--- config.mk ---
export PLATFORM = sky130hd
export DESIGN_NAME = alu_op_sequencer
export DESIGN_NICKNAME = d
export VERILOG_FILES = /design/src/rtl/alu_op_sequencer.sv
export SDC_FILE = /design/constraint.sdc
export NUM_CORES = 1
export LEC_CHECK = 0
export BUFFER_PORTS_ARGS = -buffer_cell sky130_fd_sc_hd__buf_2
export CORE_MARGIN = 3
export CORE_UTILIZATION = 45
export DETAILED_ROUTE_END_ITERATION = 10
export PLACE_DENSITY = 0.73
export SYNTH_ARGS = -nofsm -noshare
export SYNTH_HDL_FRONTEND = slang
export SYNTH_SLANG_ARGS = --single-unit
--- constraint.sdc ---
create_clock -name clk -period 1.9 [get_ports clk]
set_clock_uncertainty 0.05 [all_clocks]
set_input_delay 0.38 -clock clk [delete_from_list [all_inputs] [get_ports clk]]
set_output_delay 0.38 -clock clk [all_outputs]
set_load 0.005 [all_outputs]
--- src/rtl/alu_op_sequencer.sv ---
// alu_op_sequencer
//   Registered issue/capture stage wrapped around the combinational 4-bit
//   function units of the 16-function ALU. An operation (A, B, select) is
//   accepted over a valid/ready handshake. The operands and a one-hot unit
//   enable are then driven for SETTLE cycles. On the last of those cycles the
//   enabled unit's result and carry are captured, and the result is offered
//   over a second valid/ready handshake.
//
// Ports
//   clk, rst_n              clock, asynchronous active-low reset
//   in_valid/in_ready       request handshake
//   in_a, in_b, in_sel      operands and function select (0..15)
//   opa, opb, en            operands and one-hot enable to the units
//   fu_y, fu_co             result and carry returned by the enabled unit
//   out_valid/out_ready     result handshake
//   out_y, out_z, out_c     captured result, zero flag, carry
//   busy                    high whenever an op is in flight or unretired
module alu_op_sequencer #(
    parameter int SETTLE = 1
) (
    input  logic        clk,
    input  logic        rst_n,
    input  logic        in_valid,
    output logic        in_ready,
    input  logic [3:0]  in_a,
    input  logic [3:0]  in_b,
    input  logic [3:0]  in_sel,
    output logic [3:0]  opa,
    output logic [3:0]  opb,
    output logic [15:0] en,
    input  logic [3:0]  fu_y,
    input  logic        fu_co,
    output logic        out_valid,
    input  logic        out_ready,
    output logic [3:0]  out_y,
    output logic        out_z,
    output logic        out_c,
    output logic        busy
);

    // A SETTLE of 0 is treated as 1. Values above 15 do not fit the counter
    // and are clamped.
    localparam logic [3:0] SETTLE_EFF = (SETTLE < 1)  ? 4'd1  :
                                        (SETTLE > 15) ? 4'd15 : 4'(SETTLE);

    typedef enum logic [1:0] {IDLE, RUN, RESP} state_t;

    state_t      state_q, state_d;
    logic [3:0]  cnt_q, cnt_d;
    logic [3:0]  opa_q, opa_d;
    logic [3:0]  opb_q, opb_d;
    logic [15:0] en_q, en_d;
    logic [3:0]  out_y_q, out_y_d;
    logic        out_z_q, out_z_d;
    logic        out_c_q, out_c_d;
    logic        out_valid_q, out_valid_d;

    always_ff @(posedge clk or negedge rst_n) begin
        if (!rst_n) begin
            state_q     <= IDLE;
            cnt_q       <= '0;
            opa_q       <= '0;
            opb_q       <= '0;
            en_q        <= '0;
            out_y_q     <= '0;
            out_z_q     <= 1'b0;
            out_c_q     <= 1'b0;
            out_valid_q <= 1'b0;
        end else begin
            state_q     <= state_d;
            cnt_q       <= cnt_d;
            opa_q       <= opa_d;
            opb_q       <= opb_d;
            en_q        <= en_d;
            out_y_q     <= out_y_d;
            out_z_q     <= out_z_d;
            out_c_q     <= out_c_d;
            out_valid_q <= out_valid_d;
        end
    end

    always_comb begin
        state_d     = state_q;
        cnt_d       = cnt_q;
        opa_d       = opa_q;
        opb_d       = opb_q;
        en_d        = en_q;
        out_y_d     = out_y_q;
        out_z_d     = out_z_q;
        out_c_d     = out_c_q;
        out_valid_d = out_valid_q;
        in_ready    = 1'b0;

        unique case (state_q)
            IDLE: begin
                in_ready = 1'b1;
                if (in_valid) begin
                    opa_d   = in_a;
                    opb_d   = in_b;
                    en_d    = 16'd1 << in_sel;
                    cnt_d   = SETTLE_EFF;
                    state_d = RUN;
                end
            end
            RUN: begin
                cnt_d = cnt_q - 4'd1;
                // Capture on the last settle cycle. The <= guard keeps a
                // corrupted zero count from wrapping into a 16-cycle stall.
                if (cnt_q <= 4'd1) begin
                    out_y_d     = fu_y;
                    out_z_d     = (fu_y == 4'd0);
                    out_c_d     = fu_co;
                    out_valid_d = 1'b1;
                    en_d        = '0;
                    cnt_d       = '0;
                    state_d     = RESP;
                end
            end
            RESP: begin
                // A new op may be accepted only on the edge that retires the
                // current result. Otherwise the result registers would be
                // overwritten before they are consumed.
                in_ready = out_ready;
                if (out_ready) begin
                    out_valid_d = 1'b0;
                    if (in_valid) begin
                        opa_d   = in_a;
                        opb_d   = in_b;
                        en_d    = 16'd1 << in_sel;
                        cnt_d   = SETTLE_EFF;
                        state_d = RUN;
                    end else begin
                        state_d = IDLE;
                    end
                end
            end
            default: state_d = IDLE;
        endcase
    end

    assign opa       = opa_q;
    assign opb       = opb_q;
    assign en        = en_q;
    assign out_y     = out_y_q;
    assign out_z     = out_z_q;
    assign out_c     = out_c_q;
    assign out_valid = out_valid_q;
    assign busy      = (state_q != IDLE);

endmodule

# == Yosys cells after proc, flatten, opt, wreduce, memory -nomap -nowiden ==
# Cells that the tools add are included.
# W data, S select, Z words.
# op_classes
n_addsub,1
magnitude_cmp,1
n_eq_ne,5
shift,1
muxes,23
n_reduce_logical,12
# op_table
cell,count
$mux W16,3
$pmux W16 S3,1
$mux W4,7
$pmux W4 S2,2
$shl A1 B4 Y16 const A,1
$pmux W4 S3,1
$reduce_and A3 Y1,3
$mux W2,3
$ne A2 B2 Y1 const B,3
$pmux W2 S3,1
$reduce_and A2 Y1,3
$reduce_bool A2 Y1,3
$le A4 B1 Y1 const B,1
$logic_not A4 Y1,1
$pmux W1 S2,2
$sub A4 B1 Y4 const B,1
$mux W1,3
$reduce_bool A3 Y1,1
$eq A2 B1 Y1 const B,1
$eq A2 B2 Y1 const B,1
$logic_not A2 Y1,1
# totals
reg_bits,37
output_inout_bits,33
elab_cells,52

# == Longest topological paths before layout ==
# logic_depth
depth_word,4
depth_mapped,7

# == Least setup slack after synthesis ==
# OpenSTA, ideal clock, no wires.
# synth_path
kind,flip-flop to flip-flop
start,reg cnt_q[0]
end,reg en_q[10] (netlist: en[10])
setup_ns,0.122
t_arrival_ns,1.432
slack_ns,0.296
stages_incl_launch_ff,8
synth_period_minus_slack_ns,1.604
path_cell_list,dfrtp_1 > inv_1 > ha_1 > nor2_1 > nor3_4 > o21ai_2 > buf_6 > a32o_1
# synth_via
elab_chain_len,3
# synth_rtl
element,line,source
from (decl),49,"logic [3:0] cnt_q, cnt_d;"
from (signal assigned),71,cnt_q <= cnt_d;
$le A4 B1 Y1,109,if (cnt_q <= 4'd1) begin
$ne A2 B2 Y1 (no source line),-,
$reduce_and A3 Y1 (no source line),-,
to (signal assigned),74,en_q <= en_d;
to (decl),52,"logic [15:0] en_q, en_d;"
# No other way between the ends.
# A chain may end at the register's enable or synchronous reset.

# == Worst setup path after layout ==
# layout_path
start,reg cnt_q[0]
end,reg out_y_q[1] (netlist: out_y[1])
# layout_via
elab_chain_len,2
# layout_rtl
element,line,source
$le A4 B1 Y1,109,
$reduce_and A2 Y1 (no source line),-,
to (signal assigned),75,out_y_q <= out_y_d;
to (decl),53,"logic [3:0] out_y_q, out_y_d;"
# No other way between the ends.

==> flow_summary.yaml <==
run_status:
  status: "complete, no violations"
setup_path:
  worst-setup-path-type: "reg -> reg"
  arrival_ns: 1.96
  end_kind: "register"
  crit_chain: "inv_1 > ha_1 > nor2_1 > nor3_4 > nand3_4 > mux2_1"
  cpMaxStageDelayCell: "dfrtp_1"
  cp-start-kind: "register"
  critPathBufInv: 1
  crit_path_max_fanout: 8
  crit_required_ns: 2.07
  slowest_delay_ns: 0.43
  crit_family: "simple AND/OR/NAND/NOR gates"
final_layout:
  mostFrequentLayoutCell: "buf_2"
  antennaDiodeCount: 0
  layout-drive-gt1-share: 0.485
  layout_common_cells: "buf_2, dfrtp_1, a32o_1"
  finalInstanceArea_um2: 1940
  finalNetCount: 193
  area_growth_pct: 21.0
route:
  routed_wl_um: 3210
  wl_per_cell_um: 14.8
  dr.pass1.iters: 4
  ant_nets: 0
  drt_iter0_drc: 26
  via_count: 1141
  drcViolationCount: 0
  viasPerCell: 5.26
global_routing:
  grt_pass1_wl_um: 5220
  grt_use_total: 0.159
  first_global_vias: 1199
  antenna_found_initial: 0
  grt_start_max_net_pins: 38
  grt.overflow.total: 0
power_and_ir_drop:
  design_power_total_uw: 2670
  p_leak_uw: 0.000967
  p_per_area_nw_per_um2: 1380
  peakVddDrop_v: 0.000722
sta:
  fmax_mhz: 558
  final-max-slew-violation-count: 0
  rsz0062_at_grt: "true"
  slew_headroom: 0.702
  tightest_slew_ns: 0.447
  setup_viol_count_final: 0
  hold_viol: 0
  finalCritPeriodShare: 0.944
  fin_ws_ns: 0.107
  period_needed_ns: 1.79
synthesis:
  synth_seq_area_share: 0.577
  synth_flop_cell: "dfrtp_1"
  syn_nets: 137
  syn_inst: 114
  async_reset_ff_frac: 1.00
  ys_types: 32
  ys_ff_latch: 37
  synth_warnings: 0
  synth.cell_area_um2: 1600
  syn_area_per_cell_um2: 14.1
  synth_edf_count: 0
placed_design:
  place.gp.congestion: 0.853
  portBuffers: 53
  dpl_worst_slack_ns: 0.0685
  place_area_um2: 1880
  dp_hpwl_um: 2350
cts:
  clock_sinks: 37
  clock-root-buffer: "clkbuf_4"
  htree_levels: 2
  postCtsSetupRepairBufs: 0
  clockBufferDepth: 2
  clkTransAtPathRegs_ns: 0.10
  tritoncts: "built"
  cts.repair.resized: 0
  worstSkewPairLatency_ns: 0.32
  hold_buffers: 0
  cts_buffers: 5
floorplan:
  row_count: 21
  initial_core_util: 0.473
  die_x_um: 65.7
  dieArea_um2: 4320
  core_area_um2: 3390
  io_pins: 54
  fp.dieH_um: 65.7
flow_run:
  cap_viol_max_count: 0
hold_path:
  hp-class: "in -> async"
## cell type report
type / instances / area, um2
fill: 282 / 1450
sequential: 37 / 926
multi-input combinational: 68 / 618
timing repair buffer: 54 / 273
tap: 46 / 57.6
clock buffer: 6 / 41.3
inverter: 4 / 15.0
clock inverter: 2 / 10.0
## where the power goes
| group | internal (uW) | switching, uW |
|---|---|---|
| Clock | 141 | 244 |
| Sequential | 1020 | 165 |
| Combinational | 549 | 555 |
## cells in the mapped netlist (2+ instances only)
cell     count  share of area
dfrtp_1     37           0.58
a32o_1      16           0.10
mux2_2       8          0.056
nor2_1       5          0.012
nor2b_1      5          0.020
mux2_4       4          0.037
nand2_1      4         0.0094
a21oi_2      2          0.011
and2_1       2         0.0078
buf_4        2         0.0094
buf_6        2          0.014
ha_1         2          0.016
inv_1        2         0.0047
inv_2        2         0.0047
mux2_1       2          0.014
o21ai_0      2         0.0062
o31ai_1      2         0.0094
## path summary, 6_finish.rpt
check,slack (ns),cells after the start,startpoint,end
hold reg to reg,0.45,1,en[7],en[7]
setup / recovery,0.11,6,cnt_q[0],out_y[1]
hold / removal,0.01,2,rst_n,opa[3]
setup reg to reg,0.11,6,cnt_q[0],out_y[1]
max in group asynchronous,1.47,2,rst_n,opa[1]
min in group clk,0.22,2,fu_y[0],out_y[0]
## sequential cells by signal, summed over array words and instances, names as in the netlist
| signal | flops |
|---|---|
| en | 16 |
| cnt_q | 4 |
| opa | 4 |
| opb | 4 |
| out_y | 4 |
| state_q | 2 |
| out_c | 1 |
| out_valid | 1 |
| out_z | 1 |
## cells by family after synthesis
family,synth area share
xor+xnor,0.00546
compound gates,0.151
mux,0.114
simple gates,0.0944
flops,0.577
fa+ha+maj,0.0156
buf+inv,0.0421
## per-stage QoR
stage / TNS, ns / cells / hold WS, ns / util
after detailed placement: 0 / 209 / 0.397 / 0.555
after global placement: 0 / 209 / 0.388 / 0.555
after global routing: -0.0576 / 217 / 0.0314 / 0.573
final: 0 / 217 / 0.0129 / 0.573
after floorplan: 0 / 114 / 0.0344 / -
after CTS: 0 / 217 / 0.0201 / 0.570
## layer usage
layer | wire length, um | global-route usage | share of wire
met1 | 1330 | 0.189 | 0.41
met4 | 64 | 0.0777 | 0.020
met5 | 0 | 0 | 0
met2 | 1670 | 0.258 | 0.52
met3 | 158 | 0.0496 | 0.049
Note: power is estimated with default switching activity, not from simulation.
